## src/rtl/instr_decode_stage_pkg.sv

```systemverilog
`default_nettype none
// ============================================================================
// Module      : instr_decode_stage_pkg
// Description : Shared opcode/ext constants, FSM state type and the R-type
//               ext legality helper for the registered decode stage.
// Revision    : 1.0 - initial release
// ============================================================================
package instr_decode_stage_pkg;

   // Major opcode (instr[15:12])
   localparam logic [3:0] OP_RTYPE = 4'h0;
   localparam logic [3:0] OP_ANDI  = 4'h1;
   localparam logic [3:0] OP_ORI   = 4'h2;
   localparam logic [3:0] OP_XORI  = 4'h3;
   localparam logic [3:0] OP_MEM   = 4'h4;
   localparam logic [3:0] OP_ADDI  = 4'h5;
   localparam logic [3:0] OP_SHIFT = 4'h8;
   localparam logic [3:0] OP_SUBI  = 4'h9;
   localparam logic [3:0] OP_CMPI  = 4'hB;
   localparam logic [3:0] OP_MOVI  = 4'hD;
   localparam logic [3:0] OP_LUI   = 4'hF;

   // Extended opcode (instr[7:4]) for memory and shift groups
   localparam logic [3:0] EXT_LOAD  = 4'h0;
   localparam logic [3:0] EXT_STORE = 4'h4;
   localparam logic [3:0] EXT_LSH   = 4'h4;
   localparam logic [3:0] EXT_ASH   = 4'h6;
   localparam logic [3:0] EXT_RSH   = 4'hF;

   // Extended opcode for the R-type group
   localparam logic [3:0] EXT_NOP  = 4'h0;
   localparam logic [3:0] EXT_AND  = 4'h1;
   localparam logic [3:0] EXT_OR   = 4'h2;
   localparam logic [3:0] EXT_XOR  = 4'h3;
   localparam logic [3:0] EXT_ADD  = 4'h5;
   localparam logic [3:0] EXT_ADDU = 4'h6;
   localparam logic [3:0] EXT_ADDC = 4'h7;
   localparam logic [3:0] EXT_SUB  = 4'h9;
   localparam logic [3:0] EXT_SUBC = 4'hA;
   localparam logic [3:0] EXT_CMP  = 4'hB;
   localparam logic [3:0] EXT_MOV  = 4'hD;

   typedef enum logic [1:0] {
      EMPTY = 2'd0,
      FULL  = 2'd1,
      STALL = 2'd2
   } state_t;

   function automatic logic rtype_ext_legal(input logic [3:0] ext);
      logic v_ok;
      case (ext)
         EXT_NOP, EXT_AND, EXT_OR, EXT_XOR, EXT_ADD, EXT_ADDU,
         EXT_ADDC, EXT_SUB, EXT_SUBC, EXT_CMP, EXT_MOV: v_ok = 1'b1;
         default:                                         v_ok = 1'b0;
      endcase
      return v_ok;
   endfunction

endpackage
`default_nettype wire

```

## src/rtl/instr_decode_comb.sv

```systemverilog
`default_nettype none
// ============================================================================
// Module      : instr_decode_comb
// Description : Purely combinational decode of one 16-bit instruction word
//               into the decode bundle.
// Revision    : 1.0 - initial release
// Ports       : i_instr      instruction word
//               o_op         {instr[15:12], ext or 0 for I-type}
//               o_r_dest     destination register
//               o_r_src      source register (0 for immediate forms)
//               o_imm        extended immediate (0 for register forms)
//               o_r_or_i     1 = ALU B from register, 0 = from immediate
//               o_is_load    LOAD
//               o_is_store   STORE
//               o_illegal    opcode/ext not supported
// ============================================================================
module instr_decode_comb
   import instr_decode_stage_pkg::*;
#(
   parameter int DATA_WIDTH = 16
) (
   input  logic [15:0]           i_instr,
   output logic [7:0]            o_op,
   output logic [3:0]            o_r_dest,
   output logic [3:0]            o_r_src,
   output logic [DATA_WIDTH-1:0] o_imm,
   output logic                  o_r_or_i,
   output logic                  o_is_load,
   output logic                  o_is_store,
   output logic                  o_illegal
);

   logic [3:0]            w_hi;
   logic [3:0]            w_ext;
   logic [DATA_WIDTH-1:0] w_imm_zx8;
   logic [DATA_WIDTH-1:0] w_imm_sx8;
   logic [DATA_WIDTH-1:0] w_imm_lui;
   logic [DATA_WIDTH-1:0] w_imm_lshi;

   assign w_hi       = i_instr[15:12];
   assign w_ext      = i_instr[7:4];
   assign w_imm_zx8  = {{(DATA_WIDTH-8){1'b0}}, i_instr[7:0]};
   assign w_imm_sx8  = {{(DATA_WIDTH-8){i_instr[7]}}, i_instr[7:0]};
   // Shifting the sign-extended byte left by 8 gives the sign-extended
   // {byte, 8'h00} without a zero-width replication when DATA_WIDTH is 16.
   assign w_imm_lui  = {w_imm_sx8[DATA_WIDTH-9:0], 8'h00};
   // Bit 4 carries the shift direction alongside the 4-bit amount.
   assign w_imm_lshi = {{(DATA_WIDTH-5){1'b0}}, i_instr[4:0]};

   always_comb begin
      // Register-form decode is the default; unlisted codes keep it.
      o_op       = {w_hi, w_ext};
      o_r_dest   = i_instr[11:8];
      o_r_src    = i_instr[3:0];
      o_imm      = '0;
      o_r_or_i   = 1'b1;
      o_is_load  = 1'b0;
      o_is_store = 1'b0;
      o_illegal  = 1'b0;

      case (w_hi)
         OP_RTYPE: o_illegal = ~rtype_ext_legal(w_ext);
         OP_SHIFT: begin
            if (w_ext[3:1] == 3'b000) begin
               o_r_src  = 4'h0;
               o_imm    = w_imm_lshi;
               o_r_or_i = 1'b0;
            end else if (w_ext != EXT_LSH && w_ext != EXT_ASH) begin
               o_illegal = 1'b1;
            end
         end
         OP_MEM: begin
            if (w_ext == EXT_LOAD) begin
               o_is_load = 1'b1;
            end else if (w_ext == EXT_STORE) begin
               o_is_store = 1'b1;
            end else if (w_ext != EXT_RSH) begin
               o_illegal = 1'b1;
            end
         end
         OP_ANDI, OP_ORI, OP_XORI: begin
            o_op     = {w_hi, 4'h0};
            o_r_src  = 4'h0;
            o_imm    = w_imm_zx8;
            o_r_or_i = 1'b0;
         end
         OP_ADDI, OP_SUBI, OP_CMPI, OP_MOVI: begin
            o_op     = {w_hi, 4'h0};
            o_r_src  = 4'h0;
            o_imm    = w_imm_sx8;
            o_r_or_i = 1'b0;
         end
         OP_LUI: begin
            o_op     = {w_hi, 4'h0};
            o_r_src  = 4'h0;
            o_imm    = w_imm_lui;
            o_r_or_i = 1'b0;
         end
         default: o_illegal = 1'b1;
      endcase
   end

endmodule
`default_nettype wire

```

## src/rtl/instr_decode_stage.sv

```systemverilog
`default_nettype none
// ============================================================================
// Module      : instr_decode_stage
// Description : Registered valid/ready decode stage. Latches the decode
//               bundle on input transfer and holds LOAD/STORE for a
//               programmable number of stall cycles after they leave.
// Revision    : 1.0 - initial release
// Ports       : clk, reset_n          clock, async active-low reset
//               in_instr/in_valid/in_ready    upstream handshake
//               out_valid/out_ready           downstream handshake
//               op, r_dest, r_src, imm, r_or_i, is_load, is_store, illegal
//                                     registered decode bundle
// ============================================================================
module instr_decode_stage
   import instr_decode_stage_pkg::*;
#(
   parameter int DATA_WIDTH = 16,
   parameter int MEM_STALL  = 1
) (
   input  logic                  clk,
   input  logic                  reset_n,
   input  logic [15:0]           in_instr,
   input  logic                  in_valid,
   output logic                  in_ready,
   output logic                  out_valid,
   input  logic                  out_ready,
   output logic [7:0]            op,
   output logic [3:0]            r_dest,
   output logic [3:0]            r_src,
   output logic [DATA_WIDTH-1:0] imm,
   output logic                  r_or_i,
   output logic                  is_load,
   output logic                  is_store,
   output logic                  illegal
);

   localparam logic [3:0] c_STALL_CNT = 4'(MEM_STALL);

   state_t                r_state;
   logic [3:0]            r_stall_cnt;
   logic                  r_out_valid;
   logic [7:0]            r_op;
   logic [3:0]            r_dest_q;
   logic [3:0]            r_src_q;
   logic [DATA_WIDTH-1:0] r_imm;
   logic                  r_r_or_i;
   logic                  r_is_load;
   logic                  r_is_store;
   logic                  r_illegal;

   logic [7:0]            w_op;
   logic [3:0]            w_dest;
   logic [3:0]            w_src;
   logic [DATA_WIDTH-1:0] w_imm;
   logic                  w_r_or_i;
   logic                  w_is_load;
   logic                  w_is_store;
   logic                  w_illegal;
   logic                  w_ready_st;
   logic                  w_in_fire;
   logic                  w_out_fire;
   logic                  w_held_mem;

   instr_decode_comb #(
      .DATA_WIDTH (DATA_WIDTH)
   ) u_decode (
      .i_instr    (in_instr),
      .o_op       (w_op),
      .o_r_dest   (w_dest),
      .o_r_src    (w_src),
      .o_imm      (w_imm),
      .o_r_or_i   (w_r_or_i),
      .o_is_load  (w_is_load),
      .o_is_store (w_is_store),
      .o_illegal  (w_illegal)
   );

   assign w_held_mem = r_is_load | r_is_store;

   // A held LOAD/STORE blocks new input even when it is being consumed,
   // so the stall window always follows it.
   always_comb begin
      w_ready_st = 1'b0;
      case (r_state)
         EMPTY:   w_ready_st = 1'b1;
         FULL:    w_ready_st = out_ready & ~w_held_mem;
         default: w_ready_st = 1'b0;
      endcase
   end

   // Gating with reset_n keeps in_ready low for the whole reset pulse.
   assign in_ready   = w_ready_st & reset_n;
   assign w_in_fire  = in_valid & in_ready;
   assign w_out_fire = r_out_valid & out_ready;

   always_ff @(posedge clk or negedge reset_n) begin
      if (!reset_n) begin
         r_state     <= EMPTY;
         r_stall_cnt <= 4'h0;
         r_out_valid <= 1'b0;
         r_op        <= 8'h00;
         r_dest_q    <= 4'h0;
         r_src_q     <= 4'h0;
         r_imm       <= '0;
         r_r_or_i    <= 1'b1;
         r_is_load   <= 1'b0;
         r_is_store  <= 1'b0;
         r_illegal   <= 1'b0;
      end else begin
         if (w_in_fire) begin
            r_op       <= w_op;
            r_dest_q   <= w_dest;
            r_src_q    <= w_src;
            r_imm      <= w_imm;
            r_r_or_i   <= w_r_or_i;
            r_is_load  <= w_is_load;
            r_is_store <= w_is_store;
            r_illegal  <= w_illegal;
         end

         case (r_state)
            EMPTY: begin
               if (w_in_fire) begin
                  r_state     <= FULL;
                  r_out_valid <= 1'b1;
               end
            end
            FULL: begin
               if (w_out_fire && !w_in_fire) begin
                  r_out_valid <= 1'b0;
                  if (w_held_mem && (c_STALL_CNT != 4'h0)) begin
                     r_state     <= STALL;
                     r_stall_cnt <= c_STALL_CNT;
                  end else begin
                     r_state <= EMPTY;
                  end
               end
            end
            STALL: begin
               if (r_stall_cnt <= 4'h1) begin
                  r_state     <= EMPTY;
                  r_stall_cnt <= 4'h0;
               end else begin
                  r_stall_cnt <= r_stall_cnt - 4'h1;
               end
            end
            default: begin
               r_state     <= EMPTY;
               r_out_valid <= 1'b0;
               r_stall_cnt <= 4'h0;
            end
         endcase
      end
   end

   assign out_valid = r_out_valid;
   assign op        = r_op;
   assign r_dest    = r_dest_q;
   assign r_src     = r_src_q;
   assign imm       = r_imm;
   assign r_or_i    = r_r_or_i;
   assign is_load   = r_is_load;
   assign is_store  = r_is_store;
   assign illegal   = r_illegal;

endmodule
`default_nettype wire

```

## config.mk

```make
export PLATFORM = sky130hd
export DESIGN_NAME = instr_decode_stage
export DESIGN_NICKNAME = d
export VERILOG_FILES = /design/src/rtl/instr_decode_stage_pkg.sv /design/src/rtl/instr_decode_comb.sv /design/src/rtl/instr_decode_stage.sv
export SDC_FILE = /design/constraint.sdc
export NUM_CORES = 1
export LEC_CHECK = 0
export CORE_ASPECT_RATIO = 0.5
export CORE_MARGIN = 2
export CORE_UTILIZATION = 40
export CTS_BUF_LIST = sky130_fd_sc_hd__clkbuf_8
export DETAILED_ROUTE_END_ITERATION = 10
export HOLD_SLACK_MARGIN = 0.1
export PLACE_DENSITY = 0.71
export RECOVER_POWER = 100
export SYNTH_ARGS = -nofsm -noshare
export SYNTH_HDL_FRONTEND = slang
export SYNTH_SLANG_ARGS = --single-unit
```

## constraint.sdc

```tcl
create_clock -name clk -period 1.57 [get_ports clk]
set_input_delay 0.314 -clock clk [delete_from_list [all_inputs] [get_ports clk]]
set_output_delay 0.314 -clock clk [all_outputs]
set_load 0.02 [all_outputs]
```

# Word-level counts from Yosys, hierarchy flattened
# Memories as Yosys holds them, arrays and structs flattened.
# Index checks and enable logic that the tools add are counted.
[classes]
n_reduce_logical = 13
n_addsub = 1
n_bitwise = 9
n_mux = 32
n_eq_ne = 20
order_cmp = 1
[ops]
columns = ["cell", "n"]
rows = [
  ["case mux 16 bit (4 select lines)", 1],
  ["== test 4 bit (second input constant)", 5],
  ["2-to-1 mux 4 bit", 5],
  ["2-to-1 mux 1 bit", 14],
  ["== test 4 x 3 -> 1 bit (second input constant)", 3],
  ["case mux 4 bit (3 select lines)", 1],
  ["AND reduction 3 bit", 3],
  ["== test 4 x 2 -> 1 bit (second input constant)", 2],
  ["logical NOT 4 bit", 2],
  ["2-to-1 mux 2 bit", 4],
  ["!= test 2 bit (second input constant)", 4],
  ["!= test 4 x 3 -> 1 bit (second input constant)", 2],
  ["case mux 4 bit (2 select lines)", 1],
  ["OR reduction 8 bit", 1],
  ["case mux 2 bit (3 select lines)", 1],
  ["2-to-1 mux 5 bit", 1],
  ["AND 1 bit", 4],
  ["== test 4 x 1 -> 1 bit (second input constant)", 1],
  ["<= comparator 4 x 1 -> 1 bit (second input constant)", 1],
  ["!= test 4 bit (second input constant)", 1],
  ["NOT 1 bit", 4],
  ["case mux 1 bit (2 select lines)", 2],
  ["case mux 1 bit (4 select lines)", 1],
  ["OR reduction 4 bit", 1],
  ["10 further kinds", 11],
]
[word_totals]
rom_bits = 16
output_inout_bits = 38
ff_bits = 43
inputBits = 20
n_memories = 1
wordCells = 88
[mem_list]
columns = ["name", "depth", "word_bits", "read_ports", "rd_ports_with_merged_regs", "write_ports", "line_no", "source"]
rows = [
  ["(no name shown)", 16, 1, 1, 0, 0, "instr_decode_stage_pkg.sv:51", "case (ext)"],
]

# Longest topological paths before layout
# Gate-level depths: netlist (run 1).
[logic_depth]
ltp_word = 10
mapped_depth = 9
ltp_nobuf = 6

# Hierarchy
# A second synthesis (run 1) with hierarchy kept.
[hier_totals]
cells_unflattened = 205
area_unflattened_um2 = 2461.1
[modules_own_cells]
columns = ["module", "cells_each", "area_each_um2", "n_inst"]
rows = [
  ["instr_decode_stage", 131, 1988.2, 1],
  ["instr_decode_comb", 74, 473.0, 1],
]

# Worst setup path after synthesis (run 1)
# Ideal clock, no wire load.
[synth_timing]
kind = "register to register"
from = "register r_state[1]"
to = "register r_op[5], in the netlist op[5]"
path_slack_ns = -0.138
path_stages_with_launch = 8
setup_time_ns = 0.125
n_path_buf = 2
t_arrival_ns = 1.584
cell_sequence = "dfrtp_1 > inv_1 > ha_1 > buf_2 > and4bb_4 > o21bai_4 > buf_6 > mux2_2"
[synth_via]
elab_chain_cells = 4
word_cells_on_any_way = 5
classes_between = "1 x eq/ne; 1 x mux; 2 x bitwise; 1 x reduce/logical"
[synth_rtl]
columns = ["element", "line_no", "source"]
rows = [
  ["start: declaration", "instr_decode_stage.sv:39", "state_t r_state;"],
  ["start signal: assignment", "instr_decode_stage.sv:98", "r_state <= EMPTY;"],
  ["start signal: assignment", "instr_decode_stage.sv:124", "r_state <= FULL;"],
  ["start signal: assignment", "instr_decode_stage.sv:132", "r_state <= STALL;"],
  ["== test 2 x 1 -> 1 bit / logical NOT 2 bit (equally long branches)", "instr_decode_stage.sv:84", "case (r_state)"],
  ["case mux 1 bit (2 select lines) *", "instr_decode_stage.sv:84", ""],
  ["AND 1 bit *", "instr_decode_stage.sv:92", "assign in_ready = w_ready_st & reset_n;"],
  ["AND 1 bit *", "instr_decode_stage.sv:93", "assign w_in_fire = in_valid & in_ready;"],
  ["end signal: assignment", "instr_decode_stage.sv:111", "r_op <= w_op;"],
  ["end: declaration", "instr_decode_stage.sv:42", "logic [7:0] r_op;"],
]
# Every way passes the cells marked *; elsewhere a longest branch is shown, timed or not.
# A chain may end at the register's enable or synchronous reset.

# Worst setup path after layout (run 1)
[layout_timing]
from = "register r_state[0]"
to = "register r_src_q[0], in the netlist r_src[0]"
[layout_via]
elab_chain_cells = 4
word_cells_on_any_way = 5
classes_between = "1 x eq/ne; 1 x mux; 2 x bitwise; 1 x reduce/logical"
[layout_rtl]
columns = ["element", "line_no", "source"]
rows = [
  ["== test 2 x 1 -> 1 bit / logical NOT 2 bit (equally long branches)", "instr_decode_stage.sv:84", ""],
  ["case mux 1 bit (2 select lines) *", "instr_decode_stage.sv:84", ""],
  ["AND 1 bit *", "instr_decode_stage.sv:92", ""],
  ["AND 1 bit *", "instr_decode_stage.sv:93", ""],
  ["end signal: assignment", "instr_decode_stage.sv:113", "r_src_q <= w_src;"],
  ["end: declaration", "instr_decode_stage.sv:44", "logic [3:0] r_src_q;"],
]
# Marks and branches as above.

==> results of run 1 <==
area by class of cell:
cell class,instances,area share [%]
Inverter,10,1.06
Clock buffer,7,2.73
Clock inverter,1,0.106
Timing Repair Buffer,110,29.2
Tap cell,70,2.48
Multi-Input combinational cell,137,33.9
Sequential cell,43,30.6
where the power goes:
part | switching, µW | internal, µW | leakage [µW]
logic | 1150 | 1120 | 0.00111
clock network | 384 | 396 | 0.0000557
registers | 228 | 1420 | 0.000556
registers in the layout, indices dropped and copies added (netlist names), 2 cells and up:
name and cells:
op 8, r_dest 4, r_src 4, r_state 2, imm 16, r_stall_cnt 4
per-layer routing:
layer	GRT usage [%]	share of wire, %
met4	7.46	0.81
met2	40.4	50
met3	3.51	2.8
met1	29.3	46
met5	0	0
worst max-delay path: stages (launching register included):
cell and delay (ns):
dfrtp_2 0.44, ha_4 0.17, and4bb_4 0.20, buf_6 0.13, o21bai_4 0.23, and3b_2 0.29, a22o_1 0.20
stage by stage:
stage | std cells | hold WS (ns) | setup WS [ns] | utilization [%] | setup TNS [ns]
2_1_floorplan | 198 | 0.0184 | -0.114 | - | -2.21
3_3_place_gp | 364 | 0.261 | -0.637 | 62.9 | -18.31
3_5_place_dp | 364 | 0.269 | -0.665 | 62.9 | -20.19
4_1_cts | 378 | 0.104 | -0.202 | 69.5 | -3.87
5_1_grt | 378 | 0.158 | -0.265 | 71.2 | -7.00
6_report | 378 | 0.109 | -0.207 | 71.2 | -4.69
synth_stat cells, drive strengths merged:
cell type and n:
dfrtp 42, nand2 26, o21ai 17, a21oi 11
a22o 10, inv 10, buf 8, mux2 8
o31ai 6, ha 5, nand3 5, nor2 5
nor2b 4, nor3 4, a21o 3, o211ai 3
o22ai 3, a31oi 2, and2 2, o21bai 2
o311ai 2, a21boi 1, a221o 1, a31o 1
a32oi 1, a41oi 1, and3 1, and3b 1
and4 1, and4bb 1, clkbuf 1, dfstp 1
nand2b 1, nor3b 1, nor4b 1, o31a 1
o32a 1, o41ai 1, or2 1, or3 1
or4b 1
cells by family after synthesis:
| kind of cell | count (synthesis) | share of synthesized area [%] |
|---|---|---|
| compound gates | 67 | 22.3 |
| simple gates | 56 | 13.8 |
| flops | 43 | 51.9 |
| buf+inv | 19 | 4.46 |
| mux | 8 | 4.52 |
| fa+ha+maj | 5 | 3.01 |
what timing repair did:
item	CTS	global route
endpoints found under the hold margin	7	0
resized for setup	90	21
cloned	3	0
hold buffers	1	0
setup buffers	2	0
setup endpoints to repair	73	45
pin swaps	31	6
path summary, 6_finish.rpt:
check	startpoint	end	slack, ns	depth (start not counted)
min in group clk	imm[9]$_DFFE_PN0P_	imm[9]$_DFFE_PN0P_	0.48	2
max in group asynchronous	reset_n	r_state[0]$_DFFE_PN0P_	0.94	3
worst min-delay path	reset_n	imm[4]$_DFFE_PN0P_	0.11	2
worst max-delay path	r_state[0]$_DFFE_PN0P_	r_src[0]$_DFFE_PN0P_	-0.21	6
worst max register to register	r_state[0]$_DFFE_PN0P_	r_src[0]$_DFFE_PN0P_	-0.21	6
worst min register to register	imm[9]$_DFFE_PN0P_	imm[9]$_DFFE_PN0P_	0.48	2
==> results.sh, run 1 <==
export IMPL_avgSynthCellArea_um2=10.5
export IMPL_p_total_uw=4700
export IMPL_worstSetupEndpointType="flop"
export IMPL_routed_wl_mm=6.30
export IMPL_clock_fmax_mhz=563
export IMPL_fin_crit_sh_pct=113
export IMPL_cp_required_ns=1.75
export IMPL_port_buffers=57
export IMPL_finalWorstSetupSlack_ns=-0.207
export IMPL_dieArea_mm2=0.00582
export IMPL_coreArea_mm2=0.00495
export IMPL_maxSlewViolCount=0
export IMPL_final_area_mm2=0.00353
export IMPL_status="finished with violations"
export IMPL_worstSetupStartpointType="flop"
export IMPL_dpl_instance_area_mm2=0.00312
export IMPL_final_common_cell="dfrtp_1"
export IMPL_synthesis_nets=223
export IMPL_multi_input_area_mm2=0.00119
export IMPL_synth_area_top_cells="dfrtp_1, nand2_1, a22o_1"
export IMPL_path_max_fanout=5
export IMPL_gp_congestion=0.851
export IMPL_vdd_drop_max_mv=0.612
export IMPL_dr_pass1_iters=4
export IMPL_avgViaCountPerCell=5.27
export IMPL_cts_htree_levels=2
export IMPL_relSlewSlack_pct=66.3
export IMPL_num_rows=18
export IMPL_yosys_warnings=0
export IMPL_rsz0062_at_grt="yes"
export IMPL_antenna_found_initial=0
export IMPL_synthCells=198
export IMPL_first_global_vias=2017
export IMPL_grt_usage_pct=22.6
export IMPL_clock_path_buffers=2
export IMPL_synth_area_mm2=0.00208
export IMPL_die_h_um=55.0
export IMPL_cts_num_sinks=43
export IMPL_dp_hpwl_mm=4.33
export IMPL_finalHoldViolations=0
export IMPL_setup_viol=40
export IMPL_yosysTopAreaCell="dfrtp_1"
export IMPL_clk_pin_slew_ns=0.08
export IMPL_yosysSeqAreaShare_pct=51.9
export IMPL_critPathArrivalTime_ns=1.96
export IMPL_worst_setup_path_type="reg2reg"
export IMPL_skew_ns=0.00450
export IMPL_synth_cell_types=47
export IMPL_area_delta_synth_final_pct=69.9
export IMPL_mostFrequentLayoutCells="dfrtp_1, buf_4, dlygate4sd2_1"
export IMPL_tightest_slew_ns=0.506
export IMPL_grt_pass1_wl_mm=9.96
export IMPL_grt_max_degree=37
export IMPL_clock_tree_root_cell="clkbuf_8"
export IMPL_fillers=344
export IMPL_io_pins=58
export IMPL_p_per_area_mw_per_mm2=1330
export IMPL_min_period_ns=1.78
export IMPL_initial_core_util_pct=41.9
export IMPL_drtIter0Drc=84
export IMPL_ant_nets=0
export IMPL_synth_seq_cells=43
export IMPL_maxCapViolCount=0
export IMPL_hold_path_class="in2async"
export IMPL_seqCellArea_mm2=0.00108
export IMPL_synth_top_area_share_pct=50.6
export IMPL_cts_buffers=5
export IMPL_wl_per_cell_um=16.7
export IMPL_fin_nets=332
export IMPL_globalRouteOverflowTotal=0
export IMPL_drc=0
export IMPL_cts_tree="yes"
export IMPL_n_antenna_cell=0
export IMPL_power_leakage_uw=0.00172
export IMPL_vias=1991
export IMPL_die_w_um=106
export IMPL_drive_gt1_share_pct=37.7
export IMPL_violations="setup timing"
export IMPL_clkLatencyLatePin_ns=0.29
(Power assumes the default switching activity.)
==> run 2, diff against run 1 <==
==> constraint.sdc (replaced) <==
create_clock -name clk -period 1.57 [get_ports clk]
set_input_delay 0.471 -clock clk [delete_from_list [all_inputs] [get_ports clk]]
set_output_delay 0.471 -clock clk [all_outputs]
set_load 0.02 [all_outputs]
==> run 2 against run 1 <==
  * The flow still finishes with violations (setup timing)
  * First-iteration DRC count up 6.0%
  * Clock power down 0.9%
  * Wire length down 7.3%
  * Global-route usage down 1.5 points
  * Clock-buffer cell count unchanged
  * Worst setup slack worse by 0.13 ns
  * Die area unchanged
  * Non-clock buffer count down 1
  * Largest power group unchanged
==> results.sh, run 2 (synthesis results as in run 1) <==
export IMPL_drc=0
export IMPL_critical_path_max_stage_delay_ns=0.40
export IMPL_critPathArrivalTime_ns=1.44
export IMPL_drive_gt1_share_pct=33.2
export IMPL_violations="setup timing"
export IMPL_clock_fmax_mhz=524
export IMPL_p_seq_share_pct=35.7
export IMPL_power_frac_comb_pct=47.0
export IMPL_critPathTopFamily="simple AND/OR/NAND/NOR gates"
export IMPL_seqCellArea_mm2=0.00108
export IMPL_skew_ns=0.00634
export IMPL_worst_setup_path_type="reg2out"
export IMPL_clock_tree_root_cell="clkbuf_8"
export IMPL_cts_buffers=5
export IMPL_first_global_vias=1929
export IMPL_p_clk_share_pct=17.3
export IMPL_multi_input_area_mm2=0.00106
export IMPL_cts_tree="yes"
export IMPL_maxCapViolCount=0
export IMPL_fin_crit_sh_pct=122
export IMPL_io_pins=58
export IMPL_p_per_area_mw_per_mm2=1340
export IMPL_avgViaCountPerCell=5.22
export IMPL_cts_htree_levels=2
export IMPL_clk_pin_slew_ns=0.08
export IMPL_setup_viol=41
export IMPL_coreArea_mm2=0.00495
export IMPL_routed_wl_mm=5.85
export IMPL_p_int_uw=2840
export IMPL_status="finished with violations"
export IMPL_gp_congestion=0.884
export IMPL_min_period_ns=1.91
export IMPL_mostFrequentLayoutCells="buf_4, dfrtp_1, dlygate4sd2_1"
export IMPL_fin_util_pct=67.5
export IMPL_grt_pass1_wl_mm=9.32
export IMPL_ctsHoldBuffers=0
export IMPL_crit_chain="inv_2 -> ha_4 -> and4bb_4 -> nor2_4 -> nor2b_4 -> buf_6"
export IMPL_cts_num_sinks=43
export IMPL_final_common_cell="buf_4"
export IMPL_reg2reg_setup_slack_ns=-0.29
export IMPL_vdd_drop_max_mv=0.674
export IMPL_worstSetupStartpointType="flop"
export IMPL_fillers=395
export IMPL_tightest_slew_ns=1.07
export IMPL_hold_ws_ns=0.476
export IMPL_area_delta_synth_final_pct=61.0
export IMPL_rsz0062_at_grt="yes"
export IMPL_hold_path_class="reg2reg"
export IMPL_dp_cells=361
export IMPL_ant_nets=0
export IMPL_finalWorstSetupSlack_ns=-0.340
export IMPL_dp_hpwl_mm=4.09
export IMPL_clock_path_buffers=2
export IMPL_pre_cts_ws_ns=-0.973
export IMPL_port_buffers=57
export IMPL_dieArea_mm2=0.00582
export IMPL_relSlewSlack_pct=28.9
export IMPL_maxSlewViolCount=0
export IMPL_dr_pass1_iters=4
export IMPL_globalRouteOverflowTotal=0
export IMPL_worstPathBufferInverterCount=2
export IMPL_path_max_fanout=2
export IMPL_cp_required_ns=1.10
export IMPL_grt_max_degree=44
export IMPL_drtIter0Drc=89
export IMPL_largest_reg_flops=16
export IMPL_setup_tns_ns=-9.08
export IMPL_power_leakage_uw=0.00162
export IMPL_vias=1967
export IMPL_antenna_found_initial=0
export IMPL_n_antenna_cell=0
export IMPL_initial_core_util_pct=41.9
export IMPL_cpMaxStageDelayCell="dfrtp_1"
export IMPL_num_rows=18
export IMPL_clkLatencyLatePin_ns=0.29
export IMPL_die_w_um=106
export IMPL_die_h_um=55.0
export IMPL_p_sw_uw=1630
export IMPL_grt_usage_pct=21.1
export IMPL_worstSetupEndpointType="primary output"
export IMPL_finalHoldViolations=0
export IMPL_wl_per_cell_um=15.5
export IMPL_fin_nets=331
export IMPL_swShare_pct=36.5
export IMPL_fin_cells=377
==> run 2: cell count changes in the layout (fill, tap and decap cells not counted), moves of 3 or more <==
cell / change
nand2_1: +6
nand2_4: -5
o21ai_2: -5
mux2_2: +4
mux2_4: -4
o21ai_1: +4
o31ai_4: -4
buf_4: +3
clkbuf_2: +3
==> run 2: per-stage QoR <==
stage                     power [µW]  instance area, µm²
after floorplan                 2660                2130
after global placement          3640                3070
after detailed placement        3690                3070
after CTS                       4420                3270
after global routing            4730                3340
final                           4470                3340
==> run 2: layout make-up <==
class / count / share of cell area [%]
inverter: 10 / 1.12
tap: 70 / 2.62
multi-input combinational: 137 / 31.8
timing repair buffer: 109 / 29.2
clock inverter: 1 / 0.112
clock buffer: 7 / 2.88
sequential: 43 / 32.2
==> run 2: per-layer routing <==
metal | share of wire (%) | global-route usage [%] | vias to the layer above
met2 | 50 | 37.8 | 42
met4 | 0.17 | 6.36 | 0
met3 | 2.6 | 3.75 | 2
met1 | 47 | 27.2 | 981
met5 | 0 | 0 | -
li1 | - | - | 942
==> run 2: path summary, 6_finish.rpt <==
kind | start | end | cells past startpoint
min reg2reg | imm[9]$_DFFE_PN0P_ | imm[9]$_DFFE_PN0P_ | 2
max | r_state[1]$_DFFE_PN0P_ | in_ready | 6
min in group asynchronous | reset_n | r_dest[1]$_DFFE_PN0P_ | 3
max reg2reg | r_state[1]$_DFFE_PN0P_ | imm[13]$_DFFE_PN0P_ | 9
max in group asynchronous | reset_n | imm[15]$_DFFE_PN0P_ | 3
min | imm[9]$_DFFE_PN0P_ | imm[9]$_DFFE_PN0P_ | 2
==> run 2: worst min-delay path: stages (launching register included) <==
cell and delay (ns):
dfrtp_1 0.34, nand2_1 0.06, o21ai_2 0.05
==> run 2: timing repair <==
| item | CTS | global route |
|---|---|---|
| endpoints found under the setup margin | 78 | 45 |
| pin swaps | 4 | 2 |
| setup buffers | 2 | 4 |
| cloned | 3 | 0 |
| resized for setup | 69 | 20 |
==> run 2: power groups by stage <==
stage	registers, µW	clock network (µW)	logic (µW)
4_1_cts	1600	786	2040
2_1_floorplan	1970	0	692
3_3_place_gp	1610	0	2030
6_report	1600	773	2100
5_1_grt	1640	840	2260
3_5_place_dp	1620	0	2070
